### config.mk
export PLATFORM = sky130hd
export DESIGN_NAME = memio_bus_flat
export DESIGN_NICKNAME = d
export VERILOG_FILES = /design/src/rtl/memio_pkg.sv /design/src/rtl/memio_bus_if.sv /design/src/rtl/memio_lane.sv /design/src/rtl/memio_bus.sv /design/src/flat_wrapper.sv
export SDC_FILE = /design/constraint.sdc
export NUM_CORES = 1
export LEC_CHECK = 0
export BUFFER_PORTS_ARGS = -buffer_cell sky130_fd_sc_hd__buf_2
export CORE_ASPECT_RATIO = 1.75
export CORE_MARGIN = 5
export CORE_UTILIZATION = 32
export CTS_CLUSTER_SIZE = 12
export DETAILED_ROUTE_END_ITERATION = 10
export GPL_TIMING_DRIVEN = 0
export PLACE_DENSITY = 0.67
export SLEW_MARGIN = 25
export SYNTH_ARGS = -nofsm -noshare
export SYNTH_HDL_FRONTEND = slang
export SYNTH_SLANG_ARGS = --single-unit
### constraint.sdc
create_clock -name clock -period 9.1 [get_ports clock]
set_clock_uncertainty 0.1 [all_clocks]
set_input_delay 0.91 -clock clock [delete_from_list [all_inputs] [get_ports clock]]
set_output_delay 0.91 -clock clock [all_outputs]
set_load 0.005 [all_outputs]
### src/rtl/memio_pkg.sv
// Shared types and constants for the memio_bus CPU-side memory/IO bridge.
package memio_pkg;

   typedef enum logic [1:0] {
      IDLE     = 2'b00,
      MEM_WAIT = 2'b01,
      IO_REQ   = 2'b10,
      DONE     = 2'b11
   } state_t;

   localparam logic [1:0] BYTE = 2'b00;
   localparam logic [1:0] HALF = 2'b01;
   localparam logic [1:0] WORD = 2'b11;

   localparam int unsigned IO_TIMEOUT = 255;
   localparam int unsigned DM_AW      = 14;
   localparam int unsigned IO_AW      = 10;

   // Illegal: several strobes at once, reserved width, or misaligned half/word.
   function automatic logic illegal_req(input logic [3:0] strobes,
                                        input logic [1:0] width,
                                        input logic [1:0] off);
      logic multi;
      multi = (strobes & (strobes - 4'd1)) != '0;
      return multi || (width == 2'b10) ||
             ((width == WORD) && (off != '0)) ||
             ((width == HALF) && off[0]);
   endfunction

endpackage

### src/rtl/memio_bus_if.sv
// CPU request, data-memory and IO-bus signals of memio_bus, with bridge/driver views.
interface memio_bus_if;
   import memio_pkg::*;

   logic                 MemRead, MemWrite, IORead, IOWrite;
   logic [31:0]          addr, wdata;
   logic [1:0]           Mem_Dwidth;
   logic                 Mem_sign;
   logic [31:0]          rdata;
   logic                 stall, addr_err, bus_err;

   logic                 dm_en;
   logic [3:0]           dm_we;
   logic [DM_AW-1:0]     dm_addr;
   logic [31:0]          dm_wdata, dm_rdata;

   logic                 io_req, io_we;
   logic [IO_AW-1:0]     io_addr;
   logic [3:0]           io_be;
   logic [31:0]          io_wdata, io_rdata;
   logic                 io_ack;

   modport slave (
      input  MemRead, MemWrite, IORead, IOWrite, addr, wdata, Mem_Dwidth, Mem_sign,
      output rdata, stall, addr_err, bus_err,
      output dm_en, dm_we, dm_addr, dm_wdata,
      input  dm_rdata,
      output io_req, io_we, io_addr, io_be, io_wdata,
      input  io_rdata, io_ack
   );

   modport master (
      output MemRead, MemWrite, IORead, IOWrite, addr, wdata, Mem_Dwidth, Mem_sign,
      input  rdata, stall, addr_err, bus_err,
      input  dm_en, dm_we, dm_addr, dm_wdata,
      output dm_rdata,
      input  io_req, io_we, io_addr, io_be, io_wdata,
      output io_rdata, io_ack
   );

endinterface

### src/rtl/memio_lane.sv
// Byte-lane logic: lane mask, store replication and little-endian load extraction.
module memio_lane
   import memio_pkg::*;
(
   input  logic [1:0]  width,
   input  logic [1:0]  offset,
   input  logic        sign_ext,
   input  logic [31:0] data,
   output logic [3:0]  mask,
   output logic [31:0] store,
   output logic [31:0] load
);

   logic [7:0]  b;
   logic [15:0] h;

   always_comb begin
      mask  = '0;
      store = data;
      load  = data;
      b     = data[{offset, 3'b000} +: 8];
      h     = offset[1] ? data[31:16] : data[15:0];
      case (width)
         BYTE: begin
            mask  = 4'b0001 << offset;
            store = {4{data[7:0]}};
            load  = {{24{sign_ext & b[7]}}, b};
         end
         HALF: begin
            mask  = offset[1] ? 4'b1100 : 4'b0011;
            store = {2{data[15:0]}};
            load  = {{16{sign_ext & h[15]}}, h};
         end
         WORD: begin
            mask  = '1;
         end
         default: begin
            mask  = '0;
            load  = '0;
         end
      endcase
   end

endmodule

### src/rtl/memio_bus.sv
// Bridges CPU load/store strobes to a single-cycle data memory and an acked IO bus.
module memio_bus
   import memio_pkg::*;
(
   input  logic      clock,
   input  logic      reset,
   memio_bus_if.slave bus
);

   state_t           state, state_nxt;
   logic [3:0]       strobes;
   logic             req, illegal, timeout;
   logic [7:0]       cnt;

   logic [1:0]       lat_width, lat_off;
   logic             lat_sign, lat_io_rd;

   logic [3:0]       st_mask;
   logic [31:0]      st_data;
   logic [31:0]      ld_raw, ld_ext;

   logic [31:0]      rdata_q;
   logic             io_req_q, io_we_q;
   logic [IO_AW-1:0] io_addr_q;
   logic [3:0]       io_be_q;
   logic [31:0]      io_wdata_q;

   logic             addr_err_c, bus_err_c, dm_en_c;
   logic [3:0]       dm_we_c;

   assign strobes = {bus.MemRead, bus.MemWrite, bus.IORead, bus.IOWrite};
   assign req     = |strobes;
   assign illegal = illegal_req(strobes, bus.Mem_Dwidth, bus.addr[1:0]);
   assign timeout = (cnt == 8'(IO_TIMEOUT - 1));

   // Store side works on live CPU inputs; load side on the parameters latched at acceptance.
   memio_lane u_store (
      .width    (bus.Mem_Dwidth),
      .offset   (bus.addr[1:0]),
      .sign_ext (bus.Mem_sign),
      .data     (bus.wdata),
      .mask     (st_mask),
      .store    (st_data),
      .load     ()
   );

   assign ld_raw = (state == IO_REQ) ? bus.io_rdata : bus.dm_rdata;

   memio_lane u_load (
      .width    (lat_width),
      .offset   (lat_off),
      .sign_ext (lat_sign),
      .data     (ld_raw),
      .mask     (),
      .store    (),
      .load     (ld_ext)
   );

   always_ff @(posedge clock or posedge reset) begin
      if (reset) state <= IDLE;
      else       state <= state_nxt;
   end

   always_comb begin
      state_nxt  = state;
      addr_err_c = 1'b0;
      bus_err_c  = 1'b0;
      dm_en_c    = 1'b0;
      dm_we_c    = '0;
      case (state)
         IDLE: begin
            if (req) begin
               if (illegal) begin
                  addr_err_c = 1'b1;
                  state_nxt  = DONE;
               end else if (bus.MemRead) begin
                  dm_en_c   = 1'b1;
                  state_nxt = MEM_WAIT;
               end else if (bus.MemWrite) begin
                  dm_en_c   = 1'b1;
                  dm_we_c   = st_mask;
                  state_nxt = DONE;
               end else begin
                  state_nxt = IO_REQ;
               end
            end
         end
         MEM_WAIT: state_nxt = DONE;
         IO_REQ: begin
            if (bus.io_ack) begin
               state_nxt = DONE;
            end else if (timeout) begin
               bus_err_c = 1'b1;
               state_nxt = DONE;
            end
         end
         DONE:    state_nxt = IDLE;
         default: state_nxt = IDLE;
      endcase
   end

   always_ff @(posedge clock or posedge reset) begin
      if (reset) begin
         cnt        <= '0;
         rdata_q    <= '0;
         io_req_q   <= 1'b0;
         io_we_q    <= 1'b0;
         io_addr_q  <= '0;
         io_be_q    <= '0;
         io_wdata_q <= '0;
         lat_width  <= '0;
         lat_off    <= '0;
         lat_sign   <= 1'b0;
         lat_io_rd  <= 1'b0;
      end else begin
         case (state)
            IDLE: begin
               if (req) begin
                  lat_width <= bus.Mem_Dwidth;
                  lat_off   <= bus.addr[1:0];
                  lat_sign  <= bus.Mem_sign;
                  lat_io_rd <= bus.IORead;
                  cnt       <= '0;
                  if (illegal) begin
                     rdata_q <= '0;
                  end else if (bus.IORead || bus.IOWrite) begin
                     io_req_q   <= 1'b1;
                     io_we_q    <= bus.IOWrite;
                     io_addr_q  <= bus.addr[IO_AW-1:0];
                     io_be_q    <= st_mask;
                     io_wdata_q <= st_data;
                  end
               end
            end
            MEM_WAIT: rdata_q <= ld_ext;
            IO_REQ: begin
               if (bus.io_ack) begin
                  io_req_q <= 1'b0;
                  if (lat_io_rd) rdata_q <= ld_ext;
               end else if (timeout) begin
                  io_req_q <= 1'b0;
                  rdata_q  <= '0;
               end else begin
                  cnt <= cnt + 8'd1;
               end
            end
            default: ;
         endcase
      end
   end

   assign bus.rdata    = rdata_q;
   assign bus.stall    = req && (state != DONE);
   assign bus.addr_err = addr_err_c;
   assign bus.bus_err  = bus_err_c;
   assign bus.dm_en    = dm_en_c;
   assign bus.dm_we    = dm_we_c;
   assign bus.dm_addr  = bus.addr[DM_AW+1:2];
   assign bus.dm_wdata = st_data;
   assign bus.io_req   = io_req_q;
   assign bus.io_we    = io_we_q;
   assign bus.io_addr  = io_addr_q;
   assign bus.io_be    = io_be_q;
   assign bus.io_wdata = io_wdata_q;

endmodule

### src/flat_wrapper.sv
// flat-port wrapper written by rule: the top's interface ports become plain ports
module memio_bus_flat import memio_pkg::*;
  (clock, reset, bus_MemRead, bus_MemWrite, bus_IORead, bus_IOWrite, bus_addr, bus_wdata, bus_Mem_Dwidth, bus_Mem_sign, bus_rdata, bus_stall, bus_addr_err, bus_bus_err, bus_dm_en, bus_dm_we, bus_dm_addr, bus_dm_wdata, bus_dm_rdata, bus_io_req, bus_io_we, bus_io_addr, bus_io_be, bus_io_wdata, bus_io_rdata, bus_io_ack);
  memio_bus_if bus_i ();
  input  logic clock;
  input  logic reset;
  input wire logic [$bits(bus_i.MemRead)-1:0] bus_MemRead;
  input wire logic [$bits(bus_i.MemWrite)-1:0] bus_MemWrite;
  input wire logic [$bits(bus_i.IORead)-1:0] bus_IORead;
  input wire logic [$bits(bus_i.IOWrite)-1:0] bus_IOWrite;
  input wire logic [$bits(bus_i.addr)-1:0] bus_addr;
  input wire logic [$bits(bus_i.wdata)-1:0] bus_wdata;
  input wire logic [$bits(bus_i.Mem_Dwidth)-1:0] bus_Mem_Dwidth;
  input wire logic [$bits(bus_i.Mem_sign)-1:0] bus_Mem_sign;
  output wire logic [$bits(bus_i.rdata)-1:0] bus_rdata;
  output wire logic [$bits(bus_i.stall)-1:0] bus_stall;
  output wire logic [$bits(bus_i.addr_err)-1:0] bus_addr_err;
  output wire logic [$bits(bus_i.bus_err)-1:0] bus_bus_err;
  output wire logic [$bits(bus_i.dm_en)-1:0] bus_dm_en;
  output wire logic [$bits(bus_i.dm_we)-1:0] bus_dm_we;
  output wire logic [$bits(bus_i.dm_addr)-1:0] bus_dm_addr;
  output wire logic [$bits(bus_i.dm_wdata)-1:0] bus_dm_wdata;
  input wire logic [$bits(bus_i.dm_rdata)-1:0] bus_dm_rdata;
  output wire logic [$bits(bus_i.io_req)-1:0] bus_io_req;
  output wire logic [$bits(bus_i.io_we)-1:0] bus_io_we;
  output wire logic [$bits(bus_i.io_addr)-1:0] bus_io_addr;
  output wire logic [$bits(bus_i.io_be)-1:0] bus_io_be;
  output wire logic [$bits(bus_i.io_wdata)-1:0] bus_io_wdata;
  input wire logic [$bits(bus_i.io_rdata)-1:0] bus_io_rdata;
  input wire logic [$bits(bus_i.io_ack)-1:0] bus_io_ack;
  assign bus_i.MemRead = bus_MemRead;
  assign bus_i.MemWrite = bus_MemWrite;
  assign bus_i.IORead = bus_IORead;
  assign bus_i.IOWrite = bus_IOWrite;
  assign bus_i.addr = bus_addr;
  assign bus_i.wdata = bus_wdata;
  assign bus_i.Mem_Dwidth = bus_Mem_Dwidth;
  assign bus_i.Mem_sign = bus_Mem_sign;
  assign bus_rdata = bus_i.rdata;
  assign bus_stall = bus_i.stall;
  assign bus_addr_err = bus_i.addr_err;
  assign bus_bus_err = bus_i.bus_err;
  assign bus_dm_en = bus_i.dm_en;
  assign bus_dm_we = bus_i.dm_we;
  assign bus_dm_addr = bus_i.dm_addr;
  assign bus_dm_wdata = bus_i.dm_wdata;
  assign bus_i.dm_rdata = bus_dm_rdata;
  assign bus_io_req = bus_i.io_req;
  assign bus_io_we = bus_i.io_we;
  assign bus_io_addr = bus_i.io_addr;
  assign bus_io_be = bus_i.io_be;
  assign bus_io_wdata = bus_i.io_wdata;
  assign bus_i.io_rdata = bus_io_rdata;
  assign bus_i.io_ack = bus_io_ack;
  memio_bus u_core (.clock(clock), .reset(reset), .bus(bus_i));
endmodule
Word-level counts from Yosys, hierarchy flattened --
Index checks and enable logic that the tools add are counted.
Storage, ports and cells: register bits after elaboration 96, bits in latches 0, memory bits (writable) 0, memory bits (read-only) 0, logic and storage cells 104, memories 0
Cells by class: $add $sub $neg 2, $mul 0, div/mod/pow operators 0, $lt $le $gt $ge 0, eq/ne operators 18, shift operators 2, muxes and demuxes 45, bitwise logic cells 4, reductions and logical operators 21
Operators with widths (count):
- 32-bit 2-to-1 mux | 6
- 32-bit one-hot mux with 3 select lines | 2
- 32-bit one-hot mux with 2 select lines | 1
- 32-bit by 6-bit variable part select with 8-bit output | 1
- 4-bit 2-to-1 mux | 6
- 8-bit 2-to-1 mux | 3
- 1-bit 2-to-1 mux | 17
- 16-bit 2-to-1 mux | 1
- 8-bit one-hot mux with 2 select lines | 1
- 4-bit one-hot mux with 3 select lines | 1
- 2-bit == test, second input constant | 5
- 2-bit 2-to-1 mux | 5
- 5-bit AND reduction | 2
- 8-bit by 1-bit adder with 8-bit output, second input constant | 1
- 8-bit == test, second input constant | 1
- 2-bit inequality test, second input constant | 4
- 2-bit one-hot mux with 4 select lines | 1
- 4-bit AND reduction | 2
- 2-bit by 1-bit == test with 1-bit output, second input constant | 3
- 2-bit logical NOT | 3
- 2-bit by 1-bit inequality test with 1-bit output, second input constant | 3
- 3-bit by 2-bit inequality test with 1-bit output, second input constant | 2
- 4-bit AND | 1
- 1-bit logical OR | 4
- 11 further kinds | 16

Depth between registers and ports, before layout --
Gate-level depths: netlist of the first run.
depth after elaboration 9, gate-level depth with buffers 9

Cells and area by module --
From an unflattened synthesis of the first run, not the netlist that was laid out.
Second synthesis, totals: cells, all modules 753, area total of the unflattened synthesis 7158.1 um^2
Modules (own cells, without submodules):
- memio_bus | times used 1, cells each 405, area each 4802.1 um^2, sequential area each 2402.3 um^2
- memio_lane at u_core.u_store | times used 1, cells each 167, area each 1298.7 um^2, sequential area each 0.0 um^2
- memio_lane at u_core.u_load | times used 1, cells each 181, area each 1057.3 um^2, sequential area each 0.0 um^2

Worst setup path after synthesis of the first run --
Ideal clock, no wire load.
kind input to output, from input port bus_addr[1], to output port bus_dm_we[0], arrival 1891 ps, path slack 6199 ps, stages 6, cells stage by stage nand2b_1 > a222oi_1 > buf_2 > and3_1 > nand3b_1 > nor2_1
On the way: word-level cells in the longest chain between the ends 7
Ends and longest elaborated chain:
- from (decl) | line flat_wrapper.sv:11 | input wire logic [$bits(bus_i.addr)-1:0] bus_addr;
- 4-bit 2-to-1 mux, or another cell as far along | line memio_lane.sv:30 | mask = offset[1] ? 4'b1100 : 4'b0011;
- 4-bit one-hot mux with 3 select lines or 1-bit logical AND (tied branches) | line memio_lane.sv:23, memio_pkg.sv:26
- 4-bit 2-to-1 mux or 1-bit logical OR (tied branches) | line memio_bus.sv:79, memio_pkg.sv:25
- 4-bit 2-to-1 mux or 1-bit logical OR (tied branches) | line memio_bus.sv:76, memio_pkg.sv:26
- 4-bit 2-to-1 mux (*) | line memio_bus.sv:73 | if (illegal) begin
- 4-bit 2-to-1 mux (*) | line memio_bus.sv:72 | if (req) begin
- 4-bit 2-to-1 mux (*) | line memio_bus.sv:70 | case (state)
- to (decl) | line flat_wrapper.sv:20 | output wire logic [$bits(bus_i.dm_we)-1:0] bus_dm_we;
Every way passes the cells marked *; elsewhere a longest branch is shown, timed or not.

Worst setup path in the final report of the first run --
from input port bus_Mem_Dwidth[1], to output port bus_dm_wdata[16]
On the way: word-level cells in the longest chain between the ends 2
Ends and longest elaborated chain:
- from (decl) | line flat_wrapper.sv:13 | input wire logic [$bits(bus_i.Mem_Dwidth)-1:0] bus_Mem_Dwidth;
- 2-bit by 1-bit == test with 1-bit output or 2-bit logical NOT (tied branches) | line memio_lane.sv:23 | case (width)
- 32-bit one-hot mux with 2 select lines (*) | line memio_lane.sv:23
- to (decl) | line flat_wrapper.sv:22 | output wire logic [$bits(bus_i.dm_wdata)-1:0] bus_dm_wdata;
Marked as above.

==> results of run 1 <==
where the power goes:
group | internal, mW | total (mW) | switching (mW) | leakage [nW]
registers | 0.597 | 0.697 | 0.0998 | 1.27
logic | 0.418 | 1.01 | 0.591 | 2.46
clock network | 0.215 | 0.387 | 0.172 | 0.139
cells in the final DEF, fill, tap and decap left out, types with 4 or more instances in the layout:
master     Yosys  routed
a21oi_1        7       7
a31oi_1       14      14
and3_1         4       4
buf_2          7     256
buf_4         22      22
clkbuf_1      27      28
clkbuf_16      0       9
dfrtp_1       96      96
ha_1           8       8
inv_1          9       8
mux2_2        23      23
mux2i_1       39      39
nand2_1      172     172
nand2b_1      10      10
nand3_1        4       4
nor2_1        20      20
nor3_1         5       5
o2111ai_1      4       4
o211ai_1       4       4
o21ai_0       38      38
o22ai_1        8       8
o2bb2ai_1     15      15
o311ai_1      16      16
or3_1          4       4
final cells by class:
type / instances / share of cell area
clock inverters: 6 / 0.009140
inverters: 9 / 0.005247
clock buffers: 10 / 0.03098
plain buffers: 61 / 0.04638
flip-flops and latches: 96 / 0.3250
repair buffers: 250 / 0.1723
multi-input cells: 438 / 0.3725
well taps: 227 / 0.03842
per-stage QoR:
| step | hold slack, ns | total power [mW] |
|---|---|---|
| floorplan | 0.3636 | 1.312 |
| global placement | 0.3542 | 1.700 |
| detailed placement | 0.3569 | 1.722 |
| CTS | 0.3732 | 2.117 |
| global route | 0.3918 | 2.249 |
| finish | 0.3730 | 2.093 |
worst max-delay path, stage by stage:
cell	delay [ns]
buf_2	0.13
clkbuf_1	0.45
clkbuf_1	0.45
mux2_2	0.40
buf_2	0.13
final timing paths:
path,startpoint,end,slack (ns),depth (start not counted)
max,bus_Mem_Dwidth[1],bus_dm_wdata[16],5.62,5
min,u_core.bus.io_wdata[5]$_DFFE_PP0P_,u_core.bus.io_wdata[5]$_DFFE_PP0P_,0.37,2
max reg2reg,u_core.state[0]$_DFFE_PP0P_,u_core.bus.rdata[0]$_DFFE_PP0P_,6.26,9
min reg2reg,u_core.bus.io_wdata[5]$_DFFE_PP0P_,u_core.bus.io_wdata[5]$_DFFE_PP0P_,0.37,2
max in group asynchronous,reset,u_core.bus.io_we$_DFFE_PP0P_,7.80,3
min in group asynchronous,reset,u_core.bus.io_be[1]$_DFFE_PP0P_,0.46,2
metal layers:
layer	share of wire	GRT usage	vias up	wire, microns
li1	-	-	2631	-
met1	0.34	0.1985	2527	6812
met2	0.53	0.3563	248	10530
met3	0.083	0.04815	48	1660
met4	0.052	0.1088	2	1036
met5	0.00065	0	-	13
registers in the layout, indices dropped and copies added (netlist names):
register,count
u_core.lat_sign,1
u_core.lat_width,2
u_core.state,2
u_core.bus.io_req,1
u_core.bus.io_wdata,32
u_core.bus.rdata,32
u_core.bus.io_we,1
u_core.lat_io_rd,1
u_core.cnt,8
u_core.bus.io_addr,10
u_core.bus.io_be,4
u_core.lat_off,2
cell families after synthesis:
kind of cell               share of synthesized area
buffers and inverters                        0.06807
DFF                                           0.4342
xor gates and xnor gates                    0.007916
muxes                                         0.1174
and+or+nand+nor                               0.1791
AOI/OAI and AO/OA                             0.1753
adders and majority gates                    0.01809
==> results.md, run 1 <==
- CTS tree: built
- Max Cap Viol: 0
- Hold-fix buffer count after cts: 0
- Flip-flop and latch area: approximately 2400 sq um
- Router iterations before antenna repair: 7
- Fill count: 1725
- Nets: 1011
- Slew Viols, Final: 0
- Vias in the first global route: 5704
- Die Height: 183.9 microns
- Post-Syn Instances: slightly above 600
- Setup Viol. Count Final: 0
- Worst-path clk slew: roughly 0.06 ns
- Setup crit end kind: output port
- Fin crit period: 3.483 ns
- Starting DRC count in detailed routing: 197
- Htree depth: 3
- Slew @ Worst Pin: around 0.88 ns
- P&R area growth vs syn: 33.60%
- DIE AREA: 20120 sq um
- Avg Synthesized Cell Area: around 9.2 sq um
- CTS resizes: 0
- Peak VDD IR: roughly 110 uV
- Ant diodes: 0
- Leak: 3.870 nW
- Synth Cell Area: about 5500 sq um
- Count leader, synth: nand2_1
- Crit start category: input port
- Global-route wire length before repair: 30350 microns
- Crit share post-route: 0.3827
- Setup CP Type: input port to output port
- Final Non-Filler Cells: 1097
- Placed cells: 1081
- Core Region: 16950 sq um
- Area after detailed placement: 7096 sq um
- Synth warnings: 0
- FP Rows: 63
- Max clock buf depth: 2
- Rel. slew slack: 0.4090
- PnR worst setup slack: 5.617 ns
- Worst Path Max Fanout: 10
- Die Wd: approximately 110 microns
- Final wirelength: approximately 20000 microns
- Routed vias: 5456
- Clk sink count: 96
- Post-synth cell types: 52
- Share of cells above drive strength 1: 0.3782
- Setup Fix Bufs, Post-CTS: 0
- Port Buf Inserts: 249
- Synth area leaders: dfrtp_1, nand2_1, mux2i_1
- Wire per inst: 18.28 microns
- Detail Route Antenna Nets: 0
- CTS buffer count: 9
- Initial antenna violation count: 1
- RSZ-0062 raised after global routing: no
- Sequential area share after synthesis: 0.4342
- Fmax achieved: 287.1 MHz
- Cell taking the most area after synthesis: dfrtp_1
- Vias per cell: around 5
- Hpwl dp: between 15000 and 20000 microns
- GRT overflow: 0
- Post-synthesis register bit count: 96
- Post-synth ARST share: 1.000
- Synthesized net count: 750
- Worst hold path type: register to register
- I/O pin total: between 200 and 300
- Starting Density: 0.3265
- Post-synth EDFFs: 0
- Finished Core Util: 0.4362
- PD cells: 283.1 nW/um^2
- Final hold vios: 0
- Data arrival, critical path: 2.47 ns
- Synth top cells by count: nand2_1, dfrtp_1, mux2i_1
- Critical path data required time: ~8 ns
- GP Congestion: 0.8528
- Largest net degree at the start of global routing: 56
- Synth top area share: 0.4342
- DRC Markers: 0
- Latest clock arrival within the worst-skew pair: 0.34 ns
- GRT Resource Usage Total: 0.1956
- Post-route setup TNS: 0 ns
- Placement Setup Slack: 5.578 ns
- Run status: completed
- Area of the multi-input gates: 2754 sq um
- Finished Cell Area: approximately 7400 sq um
- Clock Tree Root: clkbuf_16
- Prevailing post-synth register cell: dfrtp_1
(Power assumes the default switching activity.)
==> inputs of run 2 (changes only) <==
Clock period 9.1 ns to 3.44 ns, I/O delays scaled along.
==> run 2 against run 1 <==
Against the previous run:
- clock power rose to 2.6 times the previous value
- count of clock-buffer cells in the layout unchanged
- critical path depth up 4
- combinational power rose to 2.6 times the previous value
- non-clock buffer count up 1
- largest cell class unchanged
==> results.md, run 2 (synthesis results as in run 1) <==
- Max Cap Viol: 0 (unchanged)
- CP cell instances: inv_1 > ha_1 > buf_6 > buf_2 > buf_2 > mux2i_1 > nand2_1 > a31oi_1 > o2bb2ai_1 (was buf_2 > clkbuf_1 > clkbuf_1 > mux2_2 > buf_2)
- Setup crit end kind: register (was output port)
- Slew Viols, Final: 0 (unchanged)
- Fill count: 1724 (was 1725)
- GP Congestion: 0.8528 (unchanged)
- Busiest grt layer: met2 (unchanged)
- Global-route wire length before repair: 30380 microns (was 30350 microns)
- Run status: completed (unchanged)
- Worst hold path type: input port to register (was register to register)
- CTS tree: built (unchanged)
- Htree depth: 3 (unchanged)
- Peak VDD IR: 280.4 uV (was 105.9 uV)
- Crit share post-route: 0.8331
- Grt met2 use: 0.3567 (was 0.3563)
- Final hold vios: 0 (unchanged)
- Worst hold slack: 0.1061 ns (was 0.3730 ns)
- Met3 Usage GRT: 0.04815 (unchanged)
- DRC Markers: 0 (unchanged)
- Most common cell after layout, fill and taps aside: buf_2 (unchanged)
- Worst hold start: bus_addr[3] (was u_core.bus.io_wdata[5]$_DFFE_PP0P_)
- Crit path buf inv count: 4 (unchanged)
- Die Wd: 109.4 microns (unchanged)
- Clock Tree Root: clkbuf_16 (unchanged)
- Crit-path max cell delay: 0.57 ns (was 0.45 ns)
- Wire per inst: 18.28 microns (about the same)
- Switching part of the total: 0.4121 (about the same)
- Flip-flop and latch area: 2402 sq um (unchanged)
- Latest clock arrival within the worst-skew pair: 0.34 ns (about the same)
- Crit start category: register (was input port)
- Worst Path Max Fanout: 10 (unchanged)
- Largest net degree at the start of global routing: 56 (unchanged)
- FP Rows: 63 (unchanged)
- I/O pin total: 272 (unchanged)
- Clk sink count: 96 (unchanged)
- Family with the most delay on the worst path: buffers and inverters (unchanged)
- Starting DRC count in detailed routing: 185 (was 197)
- RSZ-0062 raised after global routing: no (unchanged)
- RR Startpoint: u_core.state[0]$_DFFE_PP0P_ (unchanged)
- GRT Resource Usage Total: 0.1957 (was 0.1956)
- Routed vias: 5448 (was 5456)
- CP Launch Point: u_core.state[0]$_DFFE_PP0P_ (was bus_Mem_Dwidth[1])
- Fin crit period: 2.866 ns
- Nets: 1012 (was 1011)
- Logic pwr share: 0.483 (was 0.482)
- P&R area growth vs syn: 33.79% (was 33.60%)
- Clock share of power: 0.184 (was 0.185)
- Vias per cell: 4.962 (was 4.974)
- Max clock buf depth: 2 (unchanged)
- Detail Route Antenna Nets: 0 (unchanged)
- GRT overflow: 0 (unchanged)
- Data arrival, critical path: 2.98 ns (was 2.47 ns)
- Crit path max-delay cell type: mux2i_1 (was clkbuf_1)
- Share of cells above drive strength 1: 0.3777 (was 0.3782)
- Placed cells: 1081 (unchanged)
- Core Region: 16950 sq um (unchanged)
- Vias in the first global route: 5714 (was 5704)
- Critical path data required time: 3.55 ns (was 8.09 ns)
- Die Height: 183.9 microns (unchanged)
- Rel. slew slack: 0.4090 (unchanged)
- Setup Fix Bufs, Post-CTS: 0 (unchanged)
- Worst-path clk slew: 0.07 ns (was 0.06 ns)
- Reg power frac: 0.333 (about the same)
- Hpwl dp: 16410 microns (unchanged)
- Port Buf Inserts: 249 (unchanged)
- Fmax achieved: 348.9 MHz
- Commonest non-fill, non-tap cells in the layout: buf_2, nand2_1, dfrtp_1 (unchanged)
- Setup Viol. Count Final: 0 (unchanged)
- Router iterations before antenna repair: 7 (unchanged)
- Final Non-Filler Cells: 1098 (was 1097)
- P_sw: 2.282 mW (was 0.8625 mW)
- Area of the multi-input gates: 2754 sq um (unchanged)
- Pint: 3.256 mW (was 1.230 mW)
- Leak: 3.875 nW (was 3.870 nW)
- Starting Density: 0.3265 (unchanged)
- GR Util met1: 0.1985 (unchanged)
- Most common cell type on the critical path: buf_2
- CTS buffer count: 9 (unchanged)
- Initial antenna violation count: 1 (unchanged)
- DIE AREA: 20120 sq um (unchanged)
- Final wirelength: 20070 microns (was 20050 microns)
- PD cells: 748.2 nW/um^2 (was 283.1 nW/um^2)
- Ant diodes: 0 (unchanged)
- Slew @ Worst Pin: 0.8832 ns (unchanged)
- Setup CP Type: register to register (was input port to output port)
-- run 2: timing repair --
action                                 CTS  global route
gates resized for setup                  0             0
endpoints found under the hold margin   41             0
hold buffers                             1             0
-- run 2: path summary, 6_finish.rpt --
path,endpoint,slack (ns),cells past startpoint
setup reg to reg,u_core.bus.rdata[0]$_DFFE_PP0P_,0.57,9
setup / recovery,u_core.bus.rdata[0]$_DFFE_PP0P_,0.57,9
max in group asynchronous,u_core.bus.io_we$_DFFE_PP0P_,2.16,4
min in group asynchronous,u_core.bus.io_be[1]$_DFFE_PP0P_,0.45,3
hold reg to reg,u_core.bus.io_wdata[5]$_DFFE_PP0P_,0.37,2
hold / removal,u_core.bus.io_addr[3]$_DFFE_PP0P_,0.11,3
-- run 2: cell type report --
type                            instances  area share
Tap cell                              227     0.03837
Inverter                                9    0.005240
Clock inverter                          6    0.009128
Clock buffer                           10     0.03093
Sequential cell                        96      0.3245
Buffer                                 61     0.04632
Timing Repair Buffer                  251      0.1734
Multi-Input combinational cell        438      0.3720
-- run 2: power by group through the flow --
stage / Combinational, mW / Clock, mW / Sequential (mW)
6_report: 2.67 / 1.02 / 1.84
5_1_grt: 2.96 / 1.09 / 1.91
4_1_cts: 2.71 / 1.04 / 1.85
3_5_place_dp: 2.70 / 0 / 1.86
3_3_place_gp: 2.65 / 0 / 1.85
2_1_floorplan: 1.60 / 0 / 1.87
-- run 2: tightest hold or removal path, cell delays in order --
cell,delay [ns]
buf_2,0.09
nand2_1,0.04
nand2_1,0.04
-- run 2: metal layers --
layer | routed length (microns) | share of wire
met4 | 1008 | 0.050
met2 | 10550 | 0.53
met5 | 13 | 0.00065
met3 | 1644 | 0.082
met1 | 6852 | 0.34
-- run 2: per-stage QoR --
step	util	setup WS [ns]	total power [mW]	TNS [ns]	instance area [sq um]
2_1_floorplan	-	0.4906	3.470	0	5533
3_3_place_gp	0.4168	-0.8111	4.496	-77.24	7063
5_1_grt	0.4368	0.4029	5.952	0	7402
4_1_cts	0.4368	0.5336	5.601	0	7402
3_5_place_dp	0.4187	0.6539	4.556	0	7096
6_report	0.4368	0.5740	5.538	0	7402
